`config.mk`:
```
export PLATFORM = sky130hd
export DESIGN_NAME = ssd_scan_controller
export DESIGN_NICKNAME = d
export VERILOG_FILES = /design/src/rtl/ssd_pkg.sv /design/src/rtl/ssd_encode.sv /design/src/rtl/ssd_scan_controller.sv
export SDC_FILE = /design/constraint.sdc
export NUM_CORES = 1
export LEC_CHECK = 0
export ABC_AREA = 1
export CAP_MARGIN = 20
export CORE_MARGIN = 2
export CORE_UTILIZATION = 61
export DETAILED_ROUTE_END_ITERATION = 7
export PLACE_DENSITY_LB_ADDON = 0.2
export SLEW_MARGIN = 20
export SYNTH_ARGS = -nofsm -noshare
export SYNTH_HDL_FRONTEND = slang
export SYNTH_SLANG_ARGS = --single-unit
```
`constraint.sdc`:
```
create_clock -name clk -period 5 [get_ports clk]
set_input_delay 1 -clock clk [delete_from_list [all_inputs] [get_ports clk]]
set_output_delay 1 -clock clk [all_outputs]
set_load 0.02 [all_outputs]
```
`src/rtl/ssd_pkg.sv`:
```
// ssd_pkg: shared seven-segment constants (active-low glyphs, blank code) and slot timing helper
package ssd_pkg;
    localparam int MAX_DIGITS = 16;
    localparam logic [6:0] SSD_OFF = 7'h7F;
    localparam logic [6:0] GLYPH [16] = '{
        7'h40, 7'h79, 7'h24, 7'h30, 7'h19, 7'h12, 7'h02, 7'h78,
        7'h00, 7'h10, 7'h08, 7'h03, 7'h46, 7'h21, 7'h06, 7'h0E
    };

    function automatic int slot_cycles(input int refresh_ns, input int clock_ns);
        return refresh_ns / clock_ns;
    endfunction
endpackage

```
`src/rtl/ssd_encode.sv`:
```
// ssd_encode: hex nibble to active-low {g,f,e,d,c,b,a} segment pattern
module ssd_encode
    import ssd_pkg::*;
(
    input  logic [3:0] hex,
    output logic [6:0] seg
);
    assign seg = GLYPH[hex];
endmodule

```
`src/rtl/ssd_scan_controller.sv`:
```
// ssd_scan_controller: N-digit multiplexed seven-segment driver with dp, leading-zero blanking,
// PWM brightness, anti-ghost blank gap and frame-synchronous shadow loading
module ssd_scan_controller
    import ssd_pkg::*;
#(
    parameter int DIGITS         = 4,
    parameter int CLOCK_PERIOD   = 10,
    parameter int REFRESH_PERIOD = 655360,
    parameter int BLANK_CYCLES   = 64,
    parameter int BRIGHT_W       = 4
) (
    input  logic                      clk,
    input  logic                      rst,
    input  logic                      en,
    input  logic                      load,
    input  logic [4*DIGITS-1:0]       digits,
    input  logic [DIGITS-1:0]         dp,
    input  logic [DIGITS-1:0]         mode,
    input  logic                      lz_suppress,
    input  logic [BRIGHT_W-1:0]       brightness,
    output logic [6:0]                seg,
    output logic                      dp_n,
    output logic [DIGITS-1:0]         an,
    output logic [$clog2(DIGITS)-1:0] scan_idx,
    output logic                      frame_done
);
    localparam int SLOT = slot_cycles(REFRESH_PERIOD, CLOCK_PERIOD);
    localparam int SW   = $clog2(SLOT);
    localparam int IW   = $clog2(DIGITS);

    if (DIGITS < 2 || DIGITS > MAX_DIGITS || BLANK_CYCLES >= SLOT - 1) begin : g_bad_params
        $error("ssd_scan_controller: DIGITS must be 2..16 and BLANK_CYCLES < SLOT-1");
    end

    logic [SW-1:0]       slot_cnt;
    logic [IW-1:0]       idx;
    logic [BRIGHT_W-1:0] pwm_cnt;
    logic [4*DIGITS-1:0] pend_dig, act_dig;
    logic [DIGITS-1:0]   pend_dp, act_dp, pend_mode, act_mode;
    logic                pend_v;
    logic [DIGITS-1:0]   lz_blank;
    logic [3:0]          nib;
    logic [6:0]          glyph;
    logic                wrap, last, boundary, lit;

    assign wrap     = slot_cnt == SW'(SLOT - 1);
    assign last     = idx == IW'(DIGITS - 1);
    assign boundary = en && wrap && last;
    assign lit      = en && slot_cnt >= SW'(BLANK_CYCLES) && pwm_cnt <= brightness && act_mode[idx];
    assign nib      = act_dig[{idx, 2'b00} +: 4];

    // Walk from the most significant digit down; a digit is blanked while nothing above or at it is non-zero.
    always_comb begin
        logic acc;
        acc = 1'b0;
        lz_blank = '0;
        for (int i = DIGITS - 1; i >= 0; i--) begin
            acc = acc | (|act_dig[4*i +: 4]);
            lz_blank[i] = lz_suppress & ~acc & (i != 0);
        end
    end

    ssd_encode u_encode (
        .hex (nib),
        .seg (glyph)
    );

    always_ff @(posedge clk) begin
        if (!rst) begin
            slot_cnt   <= '0;
            idx        <= '0;
            pwm_cnt    <= '0;
            pend_dig   <= '0;
            pend_dp    <= '0;
            pend_mode  <= '0;
            pend_v     <= 1'b0;
            act_dig    <= '0;
            act_dp     <= '0;
            act_mode   <= '0;
            an         <= '1;
            seg        <= SSD_OFF;
            dp_n       <= 1'b1;
            scan_idx   <= '0;
            frame_done <= 1'b0;
        end else begin
            if (en) begin
                pwm_cnt  <= pwm_cnt + BRIGHT_W'(1);
                slot_cnt <= wrap ? '0 : slot_cnt + SW'(1);
                if (wrap)
                    idx <= last ? '0 : idx + IW'(1);
            end
            // A load landing on the boundary bypasses pending so it is never held back a whole frame.
            if (boundary) begin
                act_dig  <= load ? digits : pend_v ? pend_dig : act_dig;
                act_dp   <= load ? dp : pend_v ? pend_dp : act_dp;
                act_mode <= load ? mode : pend_v ? pend_mode : act_mode;
                pend_v   <= 1'b0;
            end else if (load) begin
                pend_dig  <= digits;
                pend_dp   <= dp;
                pend_mode <= mode;
                pend_v    <= 1'b1;
            end
            an         <= lit ? ~(DIGITS'(1) << idx) : '1;
            seg        <= (lit && !lz_blank[idx]) ? glyph : SSD_OFF;
            dp_n       <= !(lit && act_dp[idx]);
            scan_idx   <= idx;
            frame_done <= boundary;
        end
    end
endmodule

```
## Word level (Yosys, flattened, before mapping)

Memory sizes are Yosys's and may differ from the RTL's. A register that Yosys moved wholly into a read port is not among the register bits.
Cells that the tools add are included.

| cells by class | value |
|---|---|
| $add $sub $neg | 3 |
| order comparisons | 3 |
| equal/unequal tests | 2 |
| shift operators | 2 |
| mux-type cells | 14 |
| bitwise operators | 12 |
| reductions and logical operators | 20 |

Operators by type and width:

| cell | count |
|---|---|
| $mux W16 | 3 |
| $add A16 B1 Y16 const B | 1 |
| $eq A16 B16 Y1 const B | 1 |
| $ge A16 B7 Y1 const B | 1 |
| $mux W4 | 4 |
| $shiftx A16 B5 Y4 | 1 |
| $reduce_or A4 Y1 | 3 |
| $reduce_and A2 Y1 | 5 |
| $logic_and A1 B1 Y1 | 7 |
| $bmux W1 S2 | 3 |
| $not A1 Y1 | 5 |
| $not A4 Y5 | 1 |
| $add A4 B1 Y4 const B | 1 |
| $le A4 B4 Y1 | 1 |
| $not A4 Y4 | 1 |
| $shl A1 B2 Y4 const A | 1 |
| $and A1 B1 Y1 | 3 |
| $logic_not A1 Y1 | 3 |
| $lt A2 B3 Y1 const B | 1 |
| $mux W1 | 3 |
| $add A2 B1 Y2 const B | 1 |
| $eq A2 B2 Y1 const B | 1 |
| $mux W2 | 1 |
| $or A1 B1 Y1 | 2 |
| other kinds (2) | 2 |

| word-level totals | value |
|---|---|
| register bits after elaboration | 79 |
| bits in read-only memories | 112 |
| output and inout port bits | 15 |
| logic and storage cells | 71 |
| memories kept | 1 |

Memory list:

| memory | depth | bits a word | rd ports | clocked after Yosys merged registers in | wr ports | RTL line | text |
|---|---|---|---|---|---|---|---|
| (no name shown) | 16 | 7 | 1 | 1 | 0 | ssd_encode.sv:8 | `assign seg = GLYPH[hex];` |

## Longest topological paths before layout

Gate-level depths: netlist of the first run.

| depth | value |
|---|---|
| depth after elaboration | 11 |
| mapped depth | 13 |

## By module

From an unflattened synthesis of the first run, not the netlist that was laid out.

| unflattened totals | value |
|---|---|
| cells, all modules | 701 |
| area total of the unflattened synthesis | 4837.1 um^2 |

Modules (own cells, without submodules):

| module | times used | cells each | area each (um^2) | seq. area each (um^2) |
|---|---|---|---|---|
| ssd_scan_controller | 1 | 650 | 4561.9 | 1721.7 |
| ssd_encode | 1 | 51 | 275.3 | 0.0 |

## Worst setup path before layout of the first run

No wires, ideal clock.

| timing | value |
|---|---|
| kind | input-to-reg |
| start | input brightness[3] |
| end | register seg[3] |
| arrival | 2045 ps |
| data required time | 4874 ps |
| path slack | 2829 ps |
| cell stages on the path | 8 |
| cell sequence | inv_1 ha_1 a21oi_1 nand2_1 o21ai_0 nand2_1 nor2_1 nand2_1 |

| on the way | value |
|---|---|
| cells in the longest elaborated chain, start to end | 6 |

RTL lines:

| what | RTL line | text |
|---|---|---|
| from (decl) | ssd_scan_controller.sv:20 | `input logic [BRIGHT_W-1:0] brightness,` |
| $le A4 B4 Y1 | ssd_scan_controller.sv:49 | `assign lit = en && slot_cnt >= SW'(BLANK_CYCLES) && pwm_cnt <= brightness && act_mode[idx];` |
| $logic_and A1 B1 Y1 (2 in series) | ssd_scan_controller.sv:49 |  |
| $logic_and A1 B1 Y1 | ssd_scan_controller.sv:105 | `seg <= (lit && !lz_blank[idx]) ? glyph : SSD_OFF;` |
| $reduce_and A2 Y1 (no source line) | - |  |
| $logic_not A1 Y1 (no source line) | - |  |
| to (decl) | ssd_scan_controller.sv:21 | `output logic [6:0] seg,` |

No other way between the ends.
A chain may end at the register's enable or synchronous reset.

## Worst setup path after layout of the first run

| timing | value |
|---|---|
| start | input load |
| end | register act_dig[3] |

| on the way | value |
|---|---|
| cells in the longest elaborated chain, start to end | 2 |

RTL lines:

| what | RTL line | text |
|---|---|---|
| from (decl) | ssd_scan_controller.sv:15 | `input logic load,` |
| $reduce_bool A2 Y1 (no source line) | - |  |
| $reduce_and A2 Y1 (no source line) | - |  |
| to (signal assigned) | ssd_scan_controller.sv:94 | `act_dig <= load ? digits : pend_v ? pend_dig : act_dig;` |
| to (decl) | ssd_scan_controller.sv:38 | `logic [4*DIGITS-1:0] pend_dig, act_dig;` |

Several ways; a longest one is shown, not always the timed one.

==> impl_metrics.py, run 1 <==
metrics = {
    "cts": {
        "h-tree-depth": 3,
        "cts_setup_buffers": 0,
        "cts_root_buf": "clkbuf_8",
        "cts.repair.resized": 0,
        "hold_buffers": 0,
        "clock_sinks": 86,
        "cts_tree": "yes",
        "numCtsBuffers": 9,
        "clockBufferDepth": 2,
        "clock_insertion_delay_worst_skew_ns": 0.36,
        "path_clk_slew_ns": 0.08,
    },
    "worst_setup_path": {
        "path_cells": "buf_2 -> buf_4 -> clkinv_1 -> nand2_1 -> nand3_2 -> nand2_1 -> inv_1 -> nor2_1",
        "end_kind": "flop",
        "crit_top_cell": "nand2_1",
        "crit_arrival_ns": 3.21,
        "path_max_fanout": 49,
        "worstSetupPathType": "in -> reg",
        "start_kind": "input port",
        "slowest_delay_ns": 0.63,
        "cp.required_ns": 5.29,
        "worst_path_max_delay_cell": "nand2_1",
    },
    "die": {
        "die_w_um": 91.4,
        "die_area_um2": 8350,
        "coreArea_um2": 7330,
        "io_pins": 48,
        "initial_utilization_pct": 63.6,
        "rows": 31,
        "die-height_um": 91.4,
    },
    "hold_path": {
        "hold_path.class": "reg -> reg",
    },
    "finish": {
        "nFillCells": 600,
        "syn2layout_area_growth_pct": 13.8,
        "multiInputGateArea_um2": 2360,
        "seq_area_um2": 1720,
        "insertedDiodeCount": 0,
        "layout-drive-gt1-share_pct": 5.32,
        "final_nets": 778,
        "final_area_um2": 5300,
    },
    "place": {
        "portBuffers": 47,
        "place_area_um2": 5100,
        "globalplace.congestion": 0.856,
        "dpl.hpwl_um": 6490,
    },
    "logic_synthesis": {
        "synth_top_cell_by_area": "dfxtp_1",
        "synthXorXnorAreaFrac_pct": 1.32,
        "synth.avg_cell_area_um2": 6.65,
        "yosysWarnings": 0,
        "synth_nets": 751,
        "yosys.area_share.simple_pct": 35.1,
        "synth-compound-area-share_pct": 9.72,
        "synth-adder-area-share_pct": 4.56,
        "netlist_instances": 701,
        "ys_types": 25,
        "synth_area_um2": 4660,
        "muxShareOfSynthArea_pct": 0,
        "ys_ff_latch": 86,
        "yosys.area.top_type_share_pct": 36.9,
        "yosysSeqAreaShare_pct": 36.9,
        "synth_area_leaders": "dfxtp_1, nand2_1, inv_1",
        "synth_top_family_by_area": "simple AND/OR/NAND/NOR gates",
    },
    "timing": {
        "worst_slew_pin_slew_ns": 1.06,
        "period_minus_slack_ns": 2.92,
        "skew_ns": 0.00892,
        "finalCritPeriodShare_pct": 58.4,
        "slew_headroom_pct": 29.4,
        "hold_viol_final": 0,
        "rsz0062_at_grt": "no",
        "slew_violations": 0,
        "fmax_mhz": 342,
        "setup_viol": 0,
        "fin_tns_setup_ns": 0,
    },
    "pwr": {
        "leakage_nw": 2.42,
        "total_power_mw": 1.33,
        "vdd_drop_max_v": 0.000131,
        "pwr_density_cell_nw_per_um2": 252,
    },
    "routing": {
        "via_per_inst": 5.17,
        "finalWirelength_um": 9590,
        "vias": 4299,
        "ant_nets": 0,
        "drc": 0,
        "dr.pass1.iters": 5,
        "drtIter0Drc": 176,
        "wl_per_cell_um": 11.5,
    },
    "job": {
        "maxCapViolCount": 0,
    },
    "global_routing": {
        "grt_max_degree": 59,
        "grt_pass1_vias": 3963,
        "grt_pass1_wl_um": 16600,
        "globalRouteTotalUtil_pct": 23.6,
        "grt_overflow": 0,
        "antenna_found_initial": 0,
    },
    "run_status": {
        "outcome": "finished clean",
    },
}
==> layout by cell type, fill, tap and decap left out, types with 5 or more instances in the layout <==
cell type          n
a21oi_1           38
clkbuf_8          11
clkdlybuf4s50_1   45
dfxtp_1           86
ha_1              17
inv_1            105
nand2_1          190
nand3_1           44
nand3_2           11
nand4_1           28
nor2_1            83
nor3_1             5
o21a_1            24
o21ai_0           14
xor2_1             6
==> final cells by class <==
cell class	instances	share of cell area [%]
sequential	86	32.5
multi-input combinational	473	44.6
timing repair buffer	51	9.25
clock buffer	13	3.00
tap	99	2.34
clock inverter	3	0.802
inverter	107	7.58
==> path summary, 6_finish.rpt <==
kind / start / end / slack (ns) / depth (start not counted)
worst max register to register: idx[0] / act_dig[3] / 2.29 / 5
worst max-delay path: load / act_dig[3] / 2.08 / 8
worst min-delay path: pwm_cnt[3] / pwm_cnt[3] / 0.46 / 1
worst min register to register: pwm_cnt[3] / pwm_cnt[3] / 0.46 / 1
==> critical path, delay by kind of cell <==
| kind | cells | cell delay [ns] |
|---|---|---|
| simple gates | 4 | 1.46 |
| buf+inv | 4 | 0.75 |
==> Yosys cell counts, drive strengths merged <==
library cell    n
nand4          28
nor2           87
inv           105
clkinv          2
nand2         194
buf            23
a31oi           2
nand3          55
nor3            5
xnor2           1
xor2            6
o21ai          14
clkbuf         12
nand3b          2
a21oi          38
o21a           24
ha             17
dfxtp          86
==> state kept, by name, indices dropped and copies added (netlist names) <==
register,count
slot_cnt,16
pend_mode,4
pend_v,1
an,4
dp_n,1
act_dig,16
act_dp,4
frame_done,1
pwm_cnt,4
act_mode,4
pend_dp,4
pend_dig,16
scan_idx,2
idx,2
seg,7
==> kinds of logic (layout without fill, tap and decap cells) <==
logic type / after synthesis / after routing
flip-flops: 86 / 86
AND/OR/NAND/NOR: 371 / 371
adder cells (fa/ha/maj): 17 / 17
AO/OA/AOI/OAI: 78 / 78
XOR/XNOR: 7 / 7
buffers and inverters: 142 / 174
==> power breakdown <==
group	switching, mW	total, mW	internal [mW]
sequential	0.00930	0.710	0.701
combinational	0.0675	0.126	0.0581
clock	0.240	0.498	0.258
total	0.317	1.33	1.02
==> through the flow <==
| step | std cells | hold slack [ns] | setup WS (ns) | util (%) |
|---|---|---|---|---|
| finish | 832 | 0.457 | 2.08 | 72.3 |
| global route | 832 | 0.475 | 1.82 | 72.3 |
| CTS | 832 | 0.458 | 2.09 | 72.3 |
| detailed placement | 816 | 0.447 | 1.74 | 69.6 |
| global placement | 816 | 0.439 | 1.87 | 69.6 |
| floorplan | 701 | 0.427 | 2.83 | - |
==> metal layers <==
metal / share of wire, % / GRT usage (%)
met2: 47 / 39.8
met3: 4.7 / 3.82
met4: 1.4 / 9.60
met1: 47 / 29.9
met5: 0 / 0
(Power assumes the default switching activity.)
==> run 2, diff against run 1 <==
--- a/config.mk
+++ b/config.mk
@@ -8,7 +8,7 @@
 export ABC_AREA = 1
 export CAP_MARGIN = 20
 export CORE_MARGIN = 2
-export CORE_UTILIZATION = 61
+export CORE_UTILIZATION = 57
 export DETAILED_ROUTE_END_ITERATION = 7
 export PLACE_DENSITY_LB_ADDON = 0.2
 export SLEW_MARGIN = 20
==> constraint.sdc (replaced) <==
create_clock -name clk -period 2.87 [get_ports clk]
set_input_delay 0.574 -clock clk [delete_from_list [all_inputs] [get_ports clk]]
set_output_delay 0.574 -clock clk [all_outputs]
set_load 0.02 [all_outputs]
==> run 2 against run 1 <==
Die area up 6.7%. Global-route usage is 1.0 points lower. Total power is 68% higher. Setup slack worse by 1.6 ns. First-iteration DRC count grew 7.4%. Clock skew is 0.0073 ns higher. Combinational power rose by 72%. Register-to-register slack got worse by 1.8 ns. Via count shrank 3.0%. Utilization decreased by 4.5 points. Flip-flop and latch count stayed put. Non-clock buffer count increased by 2.
==> impl_metrics.py, run 2 (same netlist as run 1, synthesis figures left out) <==
metrics = {
    "timing": {
        "slew_headroom_pct": 62.6,
        "worst_slew_pin_slew_ns": 0.561,
        "period_minus_slack_ns": 2.35,
        "fin_tns_setup_ns": 0,
        "rsz0062_at_grt": "no",
        "setup_viol": 0,
        "slew_violations": 0,
        "skew_ns": 0.0163,
        "finalCritPeriodShare_pct": 81.9,
        "fmax_mhz": 425,
        "hold_viol_final": 0,
    },
    "worst_setup_path": {
        "r2r-end": "seg[5]",
        "start_kind": "flop",
        "r2r_slack_ns": 0.52,
        "rr_startpoint": "idx[0]",
        "crit_arrival_ns": 2.58,
        "worstSetupPathType": "reg -> reg",
        "end_kind": "flop",
        "reg2regPathDepth": 10,
        "worstSetupEndpoint": "seg[5]",
        "cp.required_ns": 3.10,
        "path_max_fanout": 17,
        "critPathLaunch": "idx[0]",
    },
    "routing": {
        "wl_per_cell_um": 11.1,
        "drc": 0,
        "dr.pass1.iters": 4,
        "finalWirelength_um": 9270,
        "ant_nets": 0,
        "drtIter0Drc": 189,
        "vias": 4171,
        "via_per_inst": 4.98,
    },
    "cts": {
        "cts_tree": "yes",
        "cts.repair.resized": 0,
        "path_clk_slew_ns": 0.09,
        "clockBufferDepth": 2,
        "cts_root_buf": "clkbuf_8",
        "clock_insertion_delay_worst_skew_ns": 0.37,
        "cts_setup_buffers": 0,
        "numCtsBuffers": 9,
        "hold_buffers": 0,
        "clock_sinks": 86,
        "h-tree-depth": 3,
    },
    "finish": {
        "layout_common_cells": "nand2_1, inv_1, dfxtp_1",
        "final_core_util_pct": 67.9,
        "final_nets": 780,
        "stdcell_count": 837,
        "mostFrequentLayoutCell": "nand2_1",
        "layout-drive-gt1-share_pct": 5.85,
        "top_regs": "act_dig: 16 flops, pend_dig: 16 flops, slot_cnt: 16 flops",
        "insertedDiodeCount": 0,
        "final_area_um2": 5300,
        "syn2layout_area_growth_pct": 13.7,
    },
    "die": {
        "die_w_um": 94.4,
        "initial_utilization_pct": 59.7,
        "die-height_um": 94.4,
        "io_pins": 48,
        "die_area_um2": 8910,
        "coreArea_um2": 7810,
        "rows": 32,
    },
    "pwr": {
        "total_power_mw": 2.24,
        "vdd_drop_max_v": 0.000286,
        "pwr_density_cell_nw_per_um2": 423,
        "leakage_nw": 2.41,
    },
    "place": {
        "globalplace.congestion": 0.905,
        "dp.cells": 821,
        "portBuffers": 47,
        "place_area_um2": 5120,
        "dpl.hpwl_um": 6350,
    },
    "run_status": {
        "outcome": "finished clean",
    },
    "hold_path": {
        "hold_path.class": "reg -> reg",
    },
    "global_routing": {
        "grt_overflow": 0,
        "grt_pass1_vias": 3809,
        "antenna_found_initial": 0,
        "globalRouteTotalUtil_pct": 22.6,
        "grt_pass1_wl_um": 16300,
        "grt_max_degree": 51,
    },
    "job": {
        "maxCapViolCount": 0,
    },
}
-- run 2: worst min path at each step --
stage | start | endpoint | slack (ns) | depth (start not counted)
after floorplan | pwm_cnt[3] | pwm_cnt[3] | 0.43 | 1
after detailed placement | pend_v | pend_v | 0.46 | 2
after CTS | pend_v | pend_v | 0.47 | 2
after global placement | pwm_cnt[3] | pwm_cnt[3] | 0.45 | 1
after global routing | pend_v | pend_v | 0.49 | 2
final | pend_v | pend_v | 0.47 | 2
-- run 2: stage by stage --
| stage | hold slack, ns | setup WS, ns |
|---|---|---|
| 3_3_place_gp | 0.446 | 0.305 |
| 5_1_grt | 0.488 | 0.218 |
| 2_1_floorplan | 0.427 | 1.11 |
| 6_report | 0.468 | 0.519 |
| 4_1_cts | 0.468 | 0.530 |
| 3_5_place_dp | 0.456 | 0.199 |
-- run 2: final cells by class --
class,instances,area [µm²]
clock buffer,9,124
clock inverter,7,55.1
fill,704,2510
inverter,107,402
multi-input combinational,473,2360
sequential,86,1720
tap,102,128
timing repair buffer,53,505
-- run 2: routing by layer --
metal  up-vias  share of wire [%]  track usage, %
met4         0                1.6            7.25
li1       2238                  -               -
met2        80                 45            38.4
met1      1841                 49            28.9
met3        12                4.3            4.31
met5         -                  0               0
-- run 2: power by group --
group	leakage [nW]	total, mW	internal, mW	switching (mW)
clock	0.0870	0.787	0.325	0.462
combinational	1.63	0.217	0.102	0.115
sequential	0.701	1.24	1.22	0.0157
-- run 2: critical path: stages, from the launching register on --
cell,delay (ns)
dfxtp_1,0.66
inv_1,0.39
nand2_1,0.15
nand3_1,0.07
nand2_1,0.20
inv_1,0.13
ha_1,0.22
nand3_1,0.13
nand2_1,0.06
o21ai_0,0.14
nand2_1,0.06
